--- config.mk ---
export PLATFORM = sky130hd
export DESIGN_NAME = seg_display_scheduler
export DESIGN_NICKNAME = d
export VERILOG_FILES = /design/src/rtl/seg_display_scheduler_pkg.sv /design/src/rtl/seg_display_scheduler_counter.sv /design/src/rtl/seg_display_scheduler.sv
export SDC_FILE = /design/constraint.sdc
export NUM_CORES = 1
export LEC_CHECK = 0
export BUFFER_PORTS_ARGS = -buffer_cell sky130_fd_sc_hd__buf_2
export CAP_MARGIN = 20
export CORE_ASPECT_RATIO = 1.2
export CORE_MARGIN = 2
export CORE_UTILIZATION = 49
export CTS_BUF_LIST = sky130_fd_sc_hd__clkbuf_2
export DETAILED_ROUTE_END_ITERATION = 8
export GPL_ROUTABILITY_DRIVEN = 0
export HOLD_SLACK_MARGIN = 0.12
export PLACE_DENSITY = 0.79
export SLEW_MARGIN = 10
export SYNTH_ARGS = -nofsm -noshare
export SYNTH_HDL_FRONTEND = slang
export SYNTH_SLANG_ARGS = --single-unit
export TNS_END_PERCENT = 20
--- constraint.sdc ---
create_clock -name clk -period 1.93 [get_ports clk]
set_input_delay 0.579 -clock clk [delete_from_list [all_inputs] [get_ports clk]]
set_output_delay 0.579 -clock clk [all_outputs]
set_load 0.1 [all_outputs]
--- src/rtl/seg_display_scheduler_pkg.sv ---
// Shared encodings and small combinational helpers for the seven-segment display scheduler.
package seg_display_scheduler_pkg;

    localparam int         N_REQ      = 3;
    localparam logic [1:0] OWNER_NONE = 2'd3;

    typedef enum logic [1:0] {
        ST_IDLE   = 2'd0,
        ST_GRANT  = 2'd1,
        ST_SWITCH = 2'd2
    } state_e;

    function automatic logic [1:0] rr_next(input logic [1:0] idx);
        return (idx >= 2'd2) ? 2'd0 : idx + 2'd1;
    endfunction

    // First set request searching upward from ptr, wrapping mod N_REQ.
    function automatic logic [1:0] rr_pick(input logic [N_REQ-1:0] req, input logic [1:0] ptr);
        logic [1:0] pick;
        logic [1:0] idx;
        pick = OWNER_NONE;
        idx  = ptr;
        for (int k = 0; k < N_REQ; k++) begin
            if (pick == OWNER_NONE && idx != OWNER_NONE && req[idx]) pick = idx;
            idx = rr_next(idx);
        end
        return pick;
    endfunction

    function automatic logic [N_REQ-1:0] owner_onehot(input logic [1:0] idx);
        case (idx)
            2'd0:    return 3'b001;
            2'd1:    return 3'b010;
            2'd2:    return 3'b100;
            default: return 3'b000;
        endcase
    endfunction

    function automatic logic [3:0] lz_mask(input logic [15:0] v);
        return {|v[15:12], |v[15:8], |v[15:4], 1'b1};
    endfunction

endpackage

--- src/rtl/seg_display_scheduler_counter.sv ---
// Free-running modulo counter; trig_o is high for the one cycle the count sits at COUNTER_MAX.
module seg_display_scheduler_counter #(
    parameter int          COUNTER_WIDTH = 17,
    parameter int unsigned COUNTER_MAX   = 99999
) (
    input  logic clk,
    input  logic rst,
    output logic trig_o
);

    logic [COUNTER_WIDTH-1:0] count_q;
    logic [COUNTER_WIDTH-1:0] count_d;

    assign trig_o  = (count_q == COUNTER_WIDTH'(COUNTER_MAX));
    assign count_d = trig_o ? '0 : count_q + 1'b1;

    // NOTE: sequential state is updated with <= so every flop samples pre-edge values.
    always_ff @(posedge clk or posedge rst) begin
        if (rst) count_q <= '0;
        else     count_q <= count_d;
    end

endmodule

--- src/rtl/seg_display_scheduler.sv ---
// Round-robin owner arbitration for a shared 4-digit display, with minimum dwell,
// registered one-hot grant, live data tracking and leading-zero blanking.
module seg_display_scheduler
    import seg_display_scheduler_pkg::*;
#(
    parameter int unsigned TICK_MAX   = 99999,
    parameter int unsigned DWELL_MS   = 500,
    parameter logic [15:0] IDLE_VALUE = 16'h0000,
    parameter bit          BLANK_LZ   = 1'b1
) (
    input  logic             clk,
    input  logic             rst,
    input  logic [N_REQ-1:0] req_i,
    input  logic [15:0]      data0_i,
    input  logic [15:0]      data1_i,
    input  logic [15:0]      data2_i,
    output logic [N_REQ-1:0] gnt_o,
    output logic [1:0]       owner_o,
    output logic [3:0]       num0_o,
    output logic [3:0]       num1_o,
    output logic [3:0]       num2_o,
    output logic [3:0]       num3_o,
    output logic [3:0]       digit_en_o,
    output logic             busy_o
);

    localparam int               DWELL_W   = (DWELL_MS > 0) ? $clog2(DWELL_MS + 1) : 1;
    localparam logic [DWELL_W-1:0] DWELL_MAX = DWELL_W'(DWELL_MS);

    state_e             state_q, state_d;
    logic [1:0]         owner_q, owner_d;
    logic [1:0]         ptr_q, ptr_d;
    logic [N_REQ-1:0]   gnt_q, gnt_d;
    logic [DWELL_W-1:0] dwell_q, dwell_d;
    logic [15:0]        num_q, num_d;
    logic [3:0]         en_q, en_d;

    logic        ms_tick;
    logic [1:0]  winner;
    logic [15:0] owner_data;
    logic        owner_holds;
    logic        others_waiting;

    seg_display_scheduler_counter #(
        .COUNTER_WIDTH (17),
        .COUNTER_MAX   (TICK_MAX)
    ) u_ms_tick (
        .clk    (clk),
        .rst    (rst),
        .trig_o (ms_tick)
    );

    assign winner         = rr_pick(req_i, ptr_q);
    assign owner_holds    = |(req_i & gnt_q);
    assign others_waiting = |(req_i & ~gnt_q);

    always_comb begin
        case (owner_q)
            2'd0:    owner_data = data0_i;
            2'd1:    owner_data = data1_i;
            2'd2:    owner_data = data2_i;
            default: owner_data = IDLE_VALUE;
        endcase
    end

    always_comb begin
        // NOTE: every output of this block gets a default first, so no path can infer a latch.
        state_d = state_q;
        owner_d = owner_q;
        ptr_d   = ptr_q;
        gnt_d   = gnt_q;
        dwell_d = dwell_q;
        num_d   = num_q;
        en_d    = en_q;

        case (state_q)
            ST_IDLE, ST_SWITCH: begin
                if (state_q == ST_IDLE) begin
                    num_d = IDLE_VALUE;
                    en_d  = 4'b1111;
                end
                if (|req_i) begin
                    state_d = ST_GRANT;
                    owner_d = winner;
                    gnt_d   = owner_onehot(winner);
                    dwell_d = '0;
                end else begin
                    state_d = ST_IDLE;
                end
            end

            ST_GRANT: begin
                num_d = owner_data;
                en_d  = BLANK_LZ ? lz_mask(owner_data) : 4'b1111;
                if (ms_tick && dwell_q != DWELL_MAX) dwell_d = dwell_q + 1'b1;
                // Release on owner drop, or when dwell is used up and someone else is queued.
                if (!owner_holds || (dwell_q == DWELL_MAX && others_waiting)) begin
                    state_d = ST_SWITCH;
                    owner_d = OWNER_NONE;
                    gnt_d   = '0;
                    ptr_d   = rr_next(owner_q);
                end
            end

            default: begin
                state_d = ST_IDLE;
                owner_d = OWNER_NONE;
                gnt_d   = '0;
            end
        endcase
    end

    always_ff @(posedge clk or posedge rst) begin
        if (rst) begin
            state_q <= ST_IDLE;
            owner_q <= OWNER_NONE;
            ptr_q   <= 2'd0;
            gnt_q   <= '0;
            dwell_q <= '0;
            num_q   <= IDLE_VALUE;
            en_q    <= 4'b1111;
        end else begin
            state_q <= state_d;
            owner_q <= owner_d;
            ptr_q   <= ptr_d;
            gnt_q   <= gnt_d;
            dwell_q <= dwell_d;
            num_q   <= num_d;
            en_q    <= en_d;
        end
    end

    assign gnt_o      = gnt_q;
    assign owner_o    = owner_q;
    assign busy_o     = |gnt_q;
    assign num0_o     = num_q[3:0];
    assign num1_o     = num_q[7:4];
    assign num2_o     = num_q[11:8];
    assign num3_o     = num_q[15:12];
    assign digit_en_o = en_q;

endmodule

=== Yosys cells after proc, flatten, opt, wreduce, memory -nomap -nowiden ===
Index checks and enable logic that the tools add are counted.

* Register bits after elaboration: 55
* Input bits: 53
* Logic and storage cells: 96

* Add/subtract/negate cells: 5
* Magnitude comparators: 6
* Equal/unequal tests: 18
* Muxes and demuxes: 31
* Bitwise gates (word level): 3
* Reduce and logical (&&, ||, !) cells: 25

{| class="wikitable"
|+ Operators with widths
! cell !! number
|-
| one-hot mux 16 bit (3 select lines) || 1
|-
| one-hot mux 16 bit (2 select lines) || 1
|-
| 2-to-1 mux 2 bit || 9
|-
| 2-to-1 mux 9 bit || 2
|-
| one-hot mux 9 bit (2 select lines) || 1
|-
| adder 17 x 1 -> 17 bit (second input constant) || 1
|-
| equality test 17 bit (second input constant) || 1
|-
| 2-to-1 mux 17 bit || 1
|-
| 2-to-1 mux 16 bit || 1
|-
| != test 2 bit (second input constant) || 7
|-
| OR reduction 12 bit || 1
|-
| OR reduction 3 bit || 4
|-
| equality test 2 bit (second input constant) || 5
|-
| adder 9 x 1 -> 9 bit (second input constant) || 1
|-
| equality test 9 bit (second input constant) || 1
|-
| < comparator 2 x 3 -> 1 bit (second input constant) || 3
|-
| != test 9 bit (second input constant) || 1
|-
| one-hot mux 3 bit (3 select lines) || 1
|-
| one-hot mux 2 bit (2 select lines) || 2
|-
| one-hot mux 4 bit (2 select lines) || 1
|-
| OR reduction 8 bit || 1
|-
| logical AND 1 bit || 7
|-
| adder 2 x 1 -> 2 bit (second input constant) || 3
|-
| bitwise AND 3 bit || 2
|-
| 16 further kinds || 30
|}

=== Longest topological paths before layout ===
* Word-level depth: 16
* Mapped depth: 6
* Gate-level depth less buffers: 6

=== Modules after synthesis ===
From an unflattened synthesis, not the netlist that was laid out.

* Cells, all modules: 282
* Area total of the unflattened synthesis: 2,882.8 um^2

{| class="wikitable"
|+ Modules (own cells, without submodules)
! module !! times used !! cells an instance !! area an instance (um^2)
|-
| seg_display_scheduler || 1 || 207 || 2,057.0
|-
| seg_display_scheduler_counter || 1 || 75 || 825.8
|}

=== Worst setup path before layout ===
No wires, ideal clock.

* Kind: reg2out
* Start point: register gnt_q[1], in the netlist gnt_o[1]
* End point: output busy_o
* Arrival time: 1.872 ns
* Required time: 1.351 ns
* Path slack: -0.521 ns
* Cell stages (with the launch flop): 3
* Path buffers: 0
* Cell sequence: dfrtp_1 -> inv_1 -> nand3_1

* Cells in the longest elaborated chain, start to end: 1

{| class="wikitable"
|+ Ends and longest elaborated chain
! item !! RTL line !! text
|-
| start, declared || seg_display_scheduler.sv:33 || <nowiki>logic [N_REQ-1:0] gnt_q, gnt_d;</nowiki>
|-
| start signal, assigned || seg_display_scheduler.sv:126 || <nowiki>gnt_q <= gnt_d;</nowiki>
|-
| OR reduction 3 bit || seg_display_scheduler.sv:135 || <nowiki>assign busy_o = |gnt_q;</nowiki>
|-
| end, declared || seg_display_scheduler.sv:24 || <nowiki>output logic busy_o</nowiki>
|}

No other way between the ends.

=== Final worst setup path ===
* Start point: register owner_q[0], in the netlist owner_o[0]
* End point: output owner_o[0]

{| class="wikitable"
|+ RTL lines
! item !! RTL line !! text
|-
| start, declared || seg_display_scheduler.sv:31 || <nowiki>logic [1:0] owner_q, owner_d;</nowiki>
|-
| start signal, assigned || seg_display_scheduler.sv:124 || <nowiki>owner_q <= owner_d;</nowiki>
|-
| end, declared || seg_display_scheduler.sv:18 || <nowiki>output logic [1:0] owner_o,</nowiki>
|}

No word-level cell between the ends.

==> implementation parameters <==
Parameter                              Value

STA
  Fin. Hold Viols    0
  Count of final max-slew check failures    0
  Final Worst Setup Slack    -0.0885 ns
  Remaining max-slew budget at the tightest pin    47.0%
  RSZ-0062 raised after global routing    yes
  Sum of negative setup slack    -0.163 ns
  Final Setup Violations    3
  Final Hold Slack    0.421 ns
  Slew @ Worst Pin    0.792 ns
  Achievable Freq    495 MHz
  Period Utilization, post-route    105%
  Post-route clock skew    0.0194 ns
  Min cycle time layout    2.02 ns

Power
  Clock share of power    10.0%
  Leakage    1.78 nW
  Net Sw Frac    52.4%
  Combinational share of power    62.8%
  Power spent charging and discharging nets    0.00308 W
  Pint    0.00280 W
  Cell area power density    1560 nW/um^2
  Peak VDD IR    0.866 mV
  Relative contribution of sequential cells to total power    27.1%

Synthesis
  YS warnings    0
  Number of enable-type register cells in the synthesized netlist    0
  Ys flop type    sky130_fd_sc_hd__dfrtp_1
  Post-synthesis cell count    279
  Share of flip-flops with an asynchronous set or reset after synthesis    100%
  Unique masters post-synth    48
  Register area share after synthesis    47.6%
  Portion of synthesized cell area occupied by the leading cell type    43.0%
  Net Count, Synth    335
  Synth area leader    sky130_fd_sc_hd__dfrtp_1
  Post-synth design cell area    2850 um^2
  Average cell area after synthesis    10.2 um^2
  Yosys reg bits    54
  Cells taking the most area after synthesis    sky130_fd_sc_hd__dfrtp_1 (43%), sky130_fd_sc_hd__mux2i_1 (8.1%), sky130_fd_sc_hd__a22o_1 (4.9%), sky130_fd_sc_hd__dfstp_2 (4.6%), sky130_fd_sc_hd__o2bb2ai_1 (3.4%)

Worst setup path
  Crit-path slowest cell    sky130_fd_sc_hd__dfstp_4
  Worst EP required    1.35 ns
  Type of the setup path with the least slack    reg2out
  Bufs and invs on worst path    2
  Cell Chain, Critical Path    buf_12 > buf_12
  Cell repeated most along the worst path    sky130_fd_sc_hd__buf_12
  Biggest cell delay along the critical path    0.71 ns
  CP Max Fanout    4
  Cell family with the largest share of critical-path delay    flip-flops
  CP arrival    1.44 ns
  CP Capture Type    output port
  Worst Setup Start Kind    flop

Clock tree
  Clock latency at the later pin of the worst-skew pair    0.45 ns
  Clock root cell    sky130_fd_sc_hd__clkbuf_2
  Clock tree buffer depth    2
  Number of buffers created by CTS    5
  Number of sinks handled by clock tree synthesis    54
  Clock slew at the register clock pins of the worst setup and hold paths    0.27 ns
  CTS tree    yes
  H-tree depth    2

Routing
  Vias per std cell    5.93
  Starting DRC count in detailed routing    116
  Number of routed nets with antenna violations    0
  Via count of the routed design    2621
  Initial DRT Pass Iterations    4
  Drt total wl    7260 um
  Routed wire per std cell    16.4 um
  DRC violations left    0

Final layout
  Net count of the finished layout    433
  Area of all placed cells without fillers    3780 um^2
  Fraction of layout cells with a size suffix above 1    36.8%
  Filler cell count    425
  Final antenna diode count    0
  Area grow syn2layout    32.6%

Flow run
  Max-cap violations    0

GRT
  Global-route usage over all layers    21.8%
  Number of antenna violations at the first check in global routing    0
  Global route total overflow    0
  Number of global-route vias before repair    2445
  First-pass GRT wire length    11000 um
  Largest net degree at the start of global routing    55

Floorplan
  Initial Util    50.6%
  Die span in y    87.5 um
  Area enclosed by the die boundary    6450 um^2
  Chip Width    73.6 um
  Floorplan Core Area    5630 um^2
  I/O pins    79
  Row Count    30

Status
  Failing checks    setup timing
  Outcome    finished with violations

Min path
  Hold/Removal Path Class    in2reg

Placement
  HPWL after detailed placement    5040 um
  Total of buffers placed on input and output ports    77
  Placed inst area    3470 um^2
layout make-up:
type	count	area (um^2)	share of cell area, %
inverter	13	48.8	1.29
clock inverter	1	30.0	0.795
sequential	54	1370	36.2
timing repair buffer	104	769	20.4
clock buffer	7	35.0	0.927
tap	64	80.1	2.12
multi-input combinational	199	1450	38.3
synth_stat cells (3+ instances only):
library cell                number
sky130_fd_sc_hd__a21oi_1        11
sky130_fd_sc_hd__a22o_1         16
sky130_fd_sc_hd__clkbuf_1       11
sky130_fd_sc_hd__dfrtp_1        49
sky130_fd_sc_hd__dfstp_2         5
sky130_fd_sc_hd__ha_1            3
sky130_fd_sc_hd__inv_1          13
sky130_fd_sc_hd__mux2i_1        23
sky130_fd_sc_hd__nand2_1        21
sky130_fd_sc_hd__nand2b_1        8
sky130_fd_sc_hd__nand3_1         6
sky130_fd_sc_hd__nand4_1         8
sky130_fd_sc_hd__nor2_1         14
sky130_fd_sc_hd__nor2b_1         7
sky130_fd_sc_hd__nor3_1          8
sky130_fd_sc_hd__nor4_1          9
sky130_fd_sc_hd__o21ai_0         7
sky130_fd_sc_hd__o2bb2ai_1      11
sky130_fd_sc_hd__o31ai_1         3
sky130_fd_sc_hd__or4_1           3
sky130_fd_sc_hd__xnor2_1         9
sky130_fd_sc_hd__xor2_1          5
per-stage QoR:
stage                     cells  util (%)  setup slack [ns]  total power, W
after floorplan             279         -           -0.0723         0.00414
after global placement      425      61.7            -0.183         0.00479
after detailed placement    425      61.7            -0.192         0.00485
after CTS                   437      64.4            -0.148         0.00560
after global routing        442      67.1            -0.139         0.00612
final                       442      67.1           -0.0885         0.00588
final timing paths:
check	cells after the start	from	end	slack (ns)
max reg2reg	6	dwell_q[1]	dwell_q[3]	0
min in group asynchronous	4	rst	num_q[13]	0.66
min	4	data1_i[2]	num_q[2]	0.42
max in group asynchronous	4	rst	owner_o[1]	0.97
max	2	owner_o[0]	owner_o[0]	-0.09
min reg2reg	2	digit_en_o[3]	digit_en_o[3]	0.50
routing by layer:
layer | wire length (um) | track usage, %
met3 | 414 | 4.83
met4 | 114 | 7.27
met2 | 3680 | 38.3
met5 | 0 | 0
met1 | 3050 | 26.1
worst reg2reg max path: stages (launching register included):
cell and delay [ns]:
sky130_fd_sc_hd__dfrtp_1 0.44, sky130_fd_sc_hd__inv_1 0.07, sky130_fd_sc_hd__ha_1 0.19, sky130_fd_sc_hd__and4b_4 0.21, sky130_fd_sc_hd__a2111o_1 0.44, sky130_fd_sc_hd__or4_1 0.42
sky130_fd_sc_hd__a21oi_1 0.15
power by group through the flow:
stage               combinational (W)  clock, W  sequential [W]
floorplan                     0.00119         0         0.00296
global placement              0.00321         0         0.00158
detailed placement            0.00326         0         0.00159
CTS                           0.00343  0.000597         0.00157
global route                  0.00386  0.000640         0.00162
finish                        0.00369  0.000590         0.00160
sequential cells by signal, indices dropped and copies added (netlist names):
signal             count
owner_o                2
digit_en_o             3
num_q                 16
u_ms_tick.count_q     17
dwell_q                9
gnt_o                  3
ptr_q                  2
state_q                2
cells in the final DEF, fill, tap and decap left out, drive strengths merged, types with 5 or more instances in the layout:
cell type | netlist | final
o2bb2ai | 11 | 11
nor4 | 9 | 9
clkbuf | 11 | 26
nand4 | 8 | 8
xor2 | 5 | 5
nand2b | 8 | 8
inv | 13 | 13
buf | 2 | 84
xnor2 | 9 | 9
nand2 | 21 | 21
nor2 | 14 | 14
dfrtp | 49 | 49
nor2b | 7 | 7
nand3 | 6 | 6
a21oi | 11 | 11
o21ai | 7 | 7
a22o | 16 | 16
dfstp | 5 | 5
nor3 | 8 | 8
mux2i | 23 | 23
cell families (layout without fill, tap and decap cells):
family                   Yosys count  count (layout)  share of synthesized area [%]
multiplexers                      25              25                           8.87
other                              1               1                          0.132
AO/OA/AOI/OAI                     63              63                           16.7
flip-flops                        54              54                           47.6
AND/OR/NAND/NOR                   93              93                           17.5
adder cells (fa/ha/maj)            3               3                           1.32
XOR/XNOR                          14              14                           4.30
buffers and inverters             26             125                           3.60
timing repair:
action,CTS,global route
pin swaps,2,3
gates cloned,0,1
hold endpoints to repair,2,0
endpoints found under the setup margin,31,33
gates resized for setup,12,32
buffers inserted,3,3
hold buffers,1,0
Power figures use the tool's default switching activity.
